==> src/rtl/pipe_skid_buffer_pkg.sv <==
// Shared definitions for the two-entry pipeline skid buffer.
// The state encoding doubles as the stored-entry count.
package pipe_skid_buffer_pkg;

  typedef enum logic [1:0] {
    SKID_EMPTY = 2'b00,
    SKID_BUSY  = 2'b01,
    SKID_FULL  = 2'b10
  } skid_state_e;

endpackage

==> src/rtl/skid_data_reg.sv <==
// Payload register with load enable and asynchronous active-low clear to zero.
module skid_data_reg #(
  parameter int unsigned WIDTH = 32
) (
  input  logic             clk,
  input  logic             rst_n,
  input  logic             load,
  input  logic [WIDTH-1:0] d,
  output logic [WIDTH-1:0] q
);

  logic [WIDTH-1:0] data_q;
  logic [WIDTH-1:0] data_d;

  always_comb begin
    data_d = data_q;
    if (load) data_d = d;
  end

  always_ff @(posedge clk or negedge rst_n) begin
    if (!rst_n) data_q <= '0;
    else        data_q <= data_d;
  end

  assign q = data_q;

endmodule

==> src/rtl/pipe_skid_buffer.sv <==
// Two-entry elastic buffer with registered ready; main register is always the head,
// skid register holds the second entry while the consumer stalls.
module pipe_skid_buffer
  import pipe_skid_buffer_pkg::*;
#(
  parameter int unsigned WIDTH = 32
) (
  input  logic             clk,
  input  logic             rst,
  input  logic             flush,
  input  logic             in_valid,
  output logic             in_ready,
  input  logic [WIDTH-1:0] in_data,
  output logic             out_valid,
  input  logic             out_ready,
  output logic [WIDTH-1:0] out_data,
  output logic [1:0]       count
);

  skid_state_e      state_q;
  skid_state_e      state_d;
  logic             main_load;
  logic             skid_load;
  logic [WIDTH-1:0] main_src;
  logic [WIDTH-1:0] main_q;
  logic [WIDTH-1:0] skid_q;
  logic             wr_fire;
  logic             rd_fire;

  assign out_valid = (state_q != SKID_EMPTY);
  assign in_ready  = (state_q != SKID_FULL);
  assign count     = state_q;
  assign out_data  = main_q;

  assign wr_fire = in_valid & in_ready;
  assign rd_fire = out_valid & out_ready;

  always_comb begin
    state_d   = state_q;
    main_load = 1'b0;
    skid_load = 1'b0;
    main_src  = in_data;
    case (state_q)
      SKID_EMPTY: begin
        if (wr_fire) begin
          state_d   = SKID_BUSY;
          main_load = 1'b1;
        end
      end
      SKID_BUSY: begin
        if (wr_fire && rd_fire) begin
          main_load = 1'b1;
        end else if (wr_fire) begin
          state_d   = SKID_FULL;
          skid_load = 1'b1;
        end else if (rd_fire) begin
          state_d = SKID_EMPTY;
        end
      end
      SKID_FULL: begin
        if (rd_fire) begin
          state_d   = SKID_BUSY;
          main_load = 1'b1;
          main_src  = skid_q;
        end
      end
      default: state_d = SKID_EMPTY;
    endcase
    // Flush discards everything, including a write offered this cycle.
    if (flush) begin
      state_d   = SKID_EMPTY;
      main_load = 1'b0;
      skid_load = 1'b0;
    end
  end

  always_ff @(posedge clk or negedge rst) begin
    if (!rst) state_q <= SKID_EMPTY;
    else      state_q <= state_d;
  end

  skid_data_reg #(.WIDTH(WIDTH)) u_main_reg (
    .clk   (clk),
    .rst_n (rst),
    .load  (main_load),
    .d     (main_src),
    .q     (main_q)
  );

  skid_data_reg #(.WIDTH(WIDTH)) u_skid_reg (
    .clk   (clk),
    .rst_n (rst),
    .load  (skid_load),
    .d     (in_data),
    .q     (skid_q)
  );

endmodule

==> config.mk <==
export PLATFORM = sky130hd
export DESIGN_NAME = pipe_skid_buffer
export DESIGN_NICKNAME = d
export VERILOG_FILES = /design/src/rtl/pipe_skid_buffer_pkg.sv /design/src/rtl/skid_data_reg.sv /design/src/rtl/pipe_skid_buffer.sv
export SDC_FILE = /design/constraint.sdc
export NUM_CORES = 1
export LEC_CHECK = 0
export BUFFER_PORTS_ARGS = -buffer_cell sky130_fd_sc_hd__buf_4
export CAP_MARGIN = 25
export CORE_UTILIZATION = 54
export CTS_BUF_LIST = sky130_fd_sc_hd__clkbuf_16
export CTS_CLUSTER_DIAMETER = 150
export DETAILED_ROUTE_END_ITERATION = 12
export GPL_ROUTABILITY_DRIVEN = 0
export PLACE_DENSITY = 0.83
export SYNTH_ARGS = -nofsm -noshare
export SYNTH_HDL_FRONTEND = slang
export SYNTH_HIERARCHICAL = 1
export SYNTH_SLANG_ARGS = --single-unit
==> constraint.sdc <==
create_clock -name clk -period 1.8 [get_ports clk]
set_input_delay 0.27 -clock clk [delete_from_list [all_inputs] [get_ports clk]]
set_output_delay 0.27 -clock clk [all_outputs]
set_load 0.01 [all_outputs]
== Word level (Yosys, flattened, before mapping) ==
Cells that the tools add are included.

* Multipliers: 0
* Eq/ne operators: 7
* Div/mod/pow operators: 0
* $lt $le $gt $ge: 0
* Multiplexer cells: 17
* Add/sub/neg operators: 0
* Reductions and logical operators: 4
* Shifts and indexed selects: 0
* Bitwise logic cells: 2

{| class="wikitable"
|+ Operators by type and width
! operator !! count
|-
| $mux W32 || 2
|-
| $mux W2 || 6
|-
| $ne A3 B3 Y1 const B || 3
|-
| $mux W1 || 7
|-
| $pmux W2 S3 || 1
|-
| $ne A4 B4 Y1 const B || 1
|-
| $reduce_and A4 Y1 || 1
|-
| $pmux W1 S3 || 1
|-
| $and A1 B1 Y1 || 2
|-
| $eq A2 B1 Y1 const B || 1
|-
| $eq A2 B2 Y1 const B || 1
|-
| $logic_not A2 Y1 || 1
|-
| $ne A2 B2 Y1 const B || 1
|-
| $reduce_bool A2 Y1 || 1
|-
| $logic_and A1 B1 Y1 || 1
|}

* Bits in registers: 66
* Output and inout bits: 36
* Latch bits: 0
* Input port bits: 37
* Bits in writable memories: 0
* ROM bits: 0
* Logic and storage cells: 33
* Memories kept: 0

== Logic depth before layout (Yosys ltp) ==
* Depth after elaboration: 7
* Gate-level depth with buffers: 7
* Gate-level depth less buffers: 4

== Modules after synthesis ==
The synthesis kept the hierarchy.

{| class="wikitable"
|+ By module, submodules not included
! module !! sequential area each (um2) !! area each (um2) !! cells an instance !! times used
|-
| skid_data_reg || 800.8 || 1345.0 || 68 || 2
|-
| pipe_skid_buffer || 50.0 || 635.6 || 50 || 1
|}

== Worst setup path after synthesis ==
OpenSTA, ideal clock, no wires.

* Path kind: register to register
* Start: register state_q[0], in the netlist count[0]
* End: register u_main_reg.data_q[0], in the netlist u_main_reg/q[0]
* Path buffers: 3
* Library setup time: 125 ps
* Cell stages (with the launch flop): 8
* Setup slack: 84 ps
* Arrival time: 1590 ps
* Period minus slack after synthesis: 1716 ps
* Required time: 1675 ps
* Cell sequence: dfrtp_1 nor2b_4 nand2_4 buf_6 a21oi_1 buf_6 buf_12 mux2_4

* Longest elaborated chain between the ends: 6
* Elaborated cells between the ends (all ways): 15
* Those cells by class: eq/ne (3); mux (7); bitwise (2); reduce/logical (3)

{| class="wikitable"
|+ Ends and longest elaborated chain
! item !! line !! text
|-
| start, declared || pipe_skid_buffer.sv:20 || <nowiki>skid_state_e state_q;</nowiki>
|-
| start signal, assigned || pipe_skid_buffer.sv:79 || <nowiki>else state_q <= state_d;</nowiki>
|-
| $ne A2 B2 Y1 or $reduce_bool A2 Y1 (tied branches) || pipe_skid_buffer.sv:31, pipe_skid_buffer.sv:30 ||
|-
| $and A1 B1 Y1 (on tied branches) || pipe_skid_buffer.sv:35, pipe_skid_buffer.sv:36 ||
|-
| $logic_and A1 B1 Y1 || pipe_skid_buffer.sv:51 || <nowiki>if (wr_fire && rd_fire) begin</nowiki>
|-
| $mux W1 || pipe_skid_buffer.sv:51 ||
|-
| $pmux W1 S3 * || pipe_skid_buffer.sv:43 || <nowiki>case (state_q)</nowiki>
|-
| $mux W1 * || pipe_skid_buffer.sv:70 || <nowiki>if (flush) begin</nowiki>
|-
| via main_load || pipe_skid_buffer.sv:22 || <nowiki>logic main_load;</nowiki>
|-
| end signal, assigned || skid_data_reg.sv:22 || <nowiki>else data_q <= data_d;</nowiki>
|-
| end, declared || skid_data_reg.sv:12 || <nowiki>logic [WIDTH-1:0] data_q;</nowiki>
|}

The timed path passes the listed nets; every way through them passes the cells marked *.
A chain may end at the register's enable or synchronous reset.

== Final worst setup path ==
* Start: register state_q[1], in the netlist count[1]
* End: register u_skid_reg.data_q[29], in the netlist u_skid_reg/q[29]

* Longest elaborated chain between the ends: 6
* Elaborated cells between the ends (all ways): 10
* Those cells by class: eq/ne (2); mux (4); bitwise (2); reduce/logical (2)

{| class="wikitable"
|+ Ends and longest elaborated chain
! item !! line !! text
|-
| $ne A2 B2 Y1 or $reduce_bool A2 Y1 (tied branches) || pipe_skid_buffer.sv:31, pipe_skid_buffer.sv:30 ||
|-
| $and A1 B1 Y1 (on tied branches) || pipe_skid_buffer.sv:35, pipe_skid_buffer.sv:36 ||
|-
| $mux W1 or $logic_and A1 B1 Y1 (tied branches) || pipe_skid_buffer.sv:53, pipe_skid_buffer.sv:51 ||
|-
| $mux W1 || pipe_skid_buffer.sv:51 ||
|-
| $mux W1 * || pipe_skid_buffer.sv:43 ||
|-
| $mux W1 * || pipe_skid_buffer.sv:70 ||
|-
| via skid_load || pipe_skid_buffer.sv:23 || <nowiki>logic skid_load;</nowiki>
|-
| end signal, assigned || skid_data_reg.sv:22 ||
|-
| end, declared || skid_data_reg.sv:12 ||
|}

Marked as above.

==> out/qor.yml <==
synth_compound_area_share_pct: 0.489
critical_path_class: "register to register"
cts_tree: "yes"
dpl-instance-area_um2: 3930
synth_cell_type_count: 17
drive_above_1_share_pct: 71.3
dpl.hpwl_mm: 4.14
reg2reg_to: "u_skid_reg/q[29]$_DFFE_PN0P_"
ys_seq_area_share_pct: 49.7
cts_hold_buffers: 1
grtUsageTotal_pct: 21.4
clkTransAtPathRegs_ps: 50
hp-class: "input pin to register"
detail-route-antenna-nets: 0
synth_common_cells: "mux2_4 (88), dfrtp_1 (66), mux2_2 (8)"
synth-xor-area-share_pct: 0
synth_top_family_by_area: "multiplexers"
period_needed_ps: 1680
p_leak_nw: 2.10
power_mw: 4.59
timing.rr.start: "count[1]$_DFFE_PN0P_"
maxSlewHeadroom_pct: 68.7
reg2reg_slack_ps: 120
die_h_um: 80.5
tightestPinTransition_ps: 470
vias: 1787
postSynthAreaPerCell_um2: 17.9
fp.coreArea_um2: 5920
numCtsBuffers: 9
clock_path_buffers: 2
die_area_um2: 6480
reg2reg_depth: 4
setup_tns_ps: 0
ys_ff_latch: 66
crit_fanout: 16
crit_chain: "nor2b_1 -> nor3b_2 -> buf_12 -> mux2_2"
grt_max_degree: 36
arrival_ps: 1880
synthArstFlopShare_pct: 100
synthToLayoutAreaGrowth_pct: 26.0
routed_wirelength_mm: 6.34
critPathLaunch: "count[1]$_DFFE_PN0P_"
maxCapViolCount: 0
grt_pass1_wl_mm: 10.0
synth-adder-area-share_pct: 0
rsz0062_at_grt: "no"
fin_nets: 305
start_util_pct: 56.2
synth_fp_nets: 223
fin_skew_ps: 4.08
drtPass1Iterations: 4
status: "finished clean"
diodes: 0
hold_path_depth: 2
cts_setup_buffers: 0
drtIter0Drc: 100
ios: 73
synth_edf_count: 0
design_area_um2: 4190
pwr_density_cell_nw_per_um2: 1100
die_w_um: 80.5
hold_end: "count[1]$_DFFE_PN0P_"
cpMaxStageDelayCell: "dfrtp_1"
syn_area_um2: 3330
ys.flop_type: "dfrtp_1"
min-delay-start: "out_ready"
gr-total-overflow: 0
pre_cts_slack_ps: 131
cts.sink_count: 66
synth_warnings: 6
ys_top_cells_by_area: "dfrtp_1 (50%), mux2_4 (40%), buf_12 (3.6%)"
min_period_over_period_pct: 93.3
whs_ps: 152
row_count: 28
cp-end-kind: "register"
cp.required_ps: 2000
grt_pass1_vias: 1944
worst_setup_path_start_kind: "register"
synth.mux.area_fraction_pct: 42.4
critical-path-max-stage-delay_ps: 400
syn_inst: 186
setup_viol: 0
finalHoldViolations: 0
htree_levels: 3
yosys.area_share.simple_pct: 1.99
slew_violations: 0
fmax_mhz: 596
cts-root-buf: "clkbuf_16"
yosys.cell_count.top_type: "mux2_4"
peakVddDrop_mv: 0.651
port_buffers: 72
synth_top_cell_area_share_pct: 49.7
grt_antenna_before_repair: 0
yosysTopAreaCell: "dfrtp_1"
fin_ws_ps: 121
drcViolationCount: 0
cts_resized: 0
viasPerCell: 5.15
routedWlPerCell_um: 18.3
clk_latency_ps: 320
how the worst max path moves through the flow:
stage,slack (ps),to,cells past startpoint
6_report,120,u_skid_reg/q[29]$_DFFE_PN0P_,4
5_1_grt,30,u_skid_reg/q[29]$_DFFE_PN0P_,4
4_1_cts,110,u_skid_reg/q[29]$_DFFE_PN0P_,4
3_5_place_dp,130,u_skid_reg/q[31]$_DFFE_PN0P_,4
3_3_place_gp,170,u_skid_reg/q[31]$_DFFE_PN0P_,4
2_1_floorplan,80,u_main_reg/q[0]$_DFFE_PN0P_,7
flip-flops by register name (all words and copies together) (netlist names):
name and flops:
count 2, u_main_reg/q 32, u_skid_reg/q 32
power breakdown:
part / switching [mW] / internal [mW]
Clock: 0.583 / 0.900
Combinational: 0.334 / 0.737
Sequential: 0.214 / 1.82
Total: 1.13 / 3.46
kinds of logic (layout without fill, tap and decap cells):
logic type | Yosys count | in the layout
multiplexers | 96 | 96
flip-flops | 66 | 66
buffers and inverters | 12 | 98
AND/OR/NAND/NOR | 9 | 9
AO/OA/AOI/OAI | 3 | 3
final cells by class:
| cell class | instances | area [um^2] |
|---|---|---|
| fillers | 393 | 1730 |
| flip-flops and latches | 66 | 1650 |
| multi-input cells | 108 | 1510 |
| repair buffers | 82 | 681 |
| clock buffers | 9 | 225 |
| well taps | 75 | 93.8 |
| clock inverters | 6 | 26.3 |
| inverters | 1 | 3.75 |
per-stage QoR:
step           utilization [%]  instances
6_report                  70.8        347
5_1_grt                   70.8        347
3_5_place_dp              66.4        331
3_3_place_gp              66.4        331
4_1_cts                   70.8        347
2_1_floorplan                -        186
worst max-delay path: cells and delay by family (launching register included):
family	cells	cell delay [ps]
AND/OR/NAND/NOR	2	570
flip-flops	1	400
buffers and inverters	1	230
multiplexers	1	360
cell usage in the layout (no fill, tap or decap), types with 2 or more instances in the layout:
cell / n
buf_12: 5
clkbuf_16: 9
mux2_4: 88
inv_1: 2
dfrtp_1: 66
buf_4: 76
clkinv_1: 2
mux2_2: 8
clkinv_2: 3
metal layers:
metal	vias up	track usage [%]	wire length [um]
met3	4	6.70	329
met1	912	27.4	2920
met4	0	5.89	37
met2	49	34.7	3060
met5	-	0	0
li1	822	-	-
No activity file was read; power rests on OpenSTA's default activity.
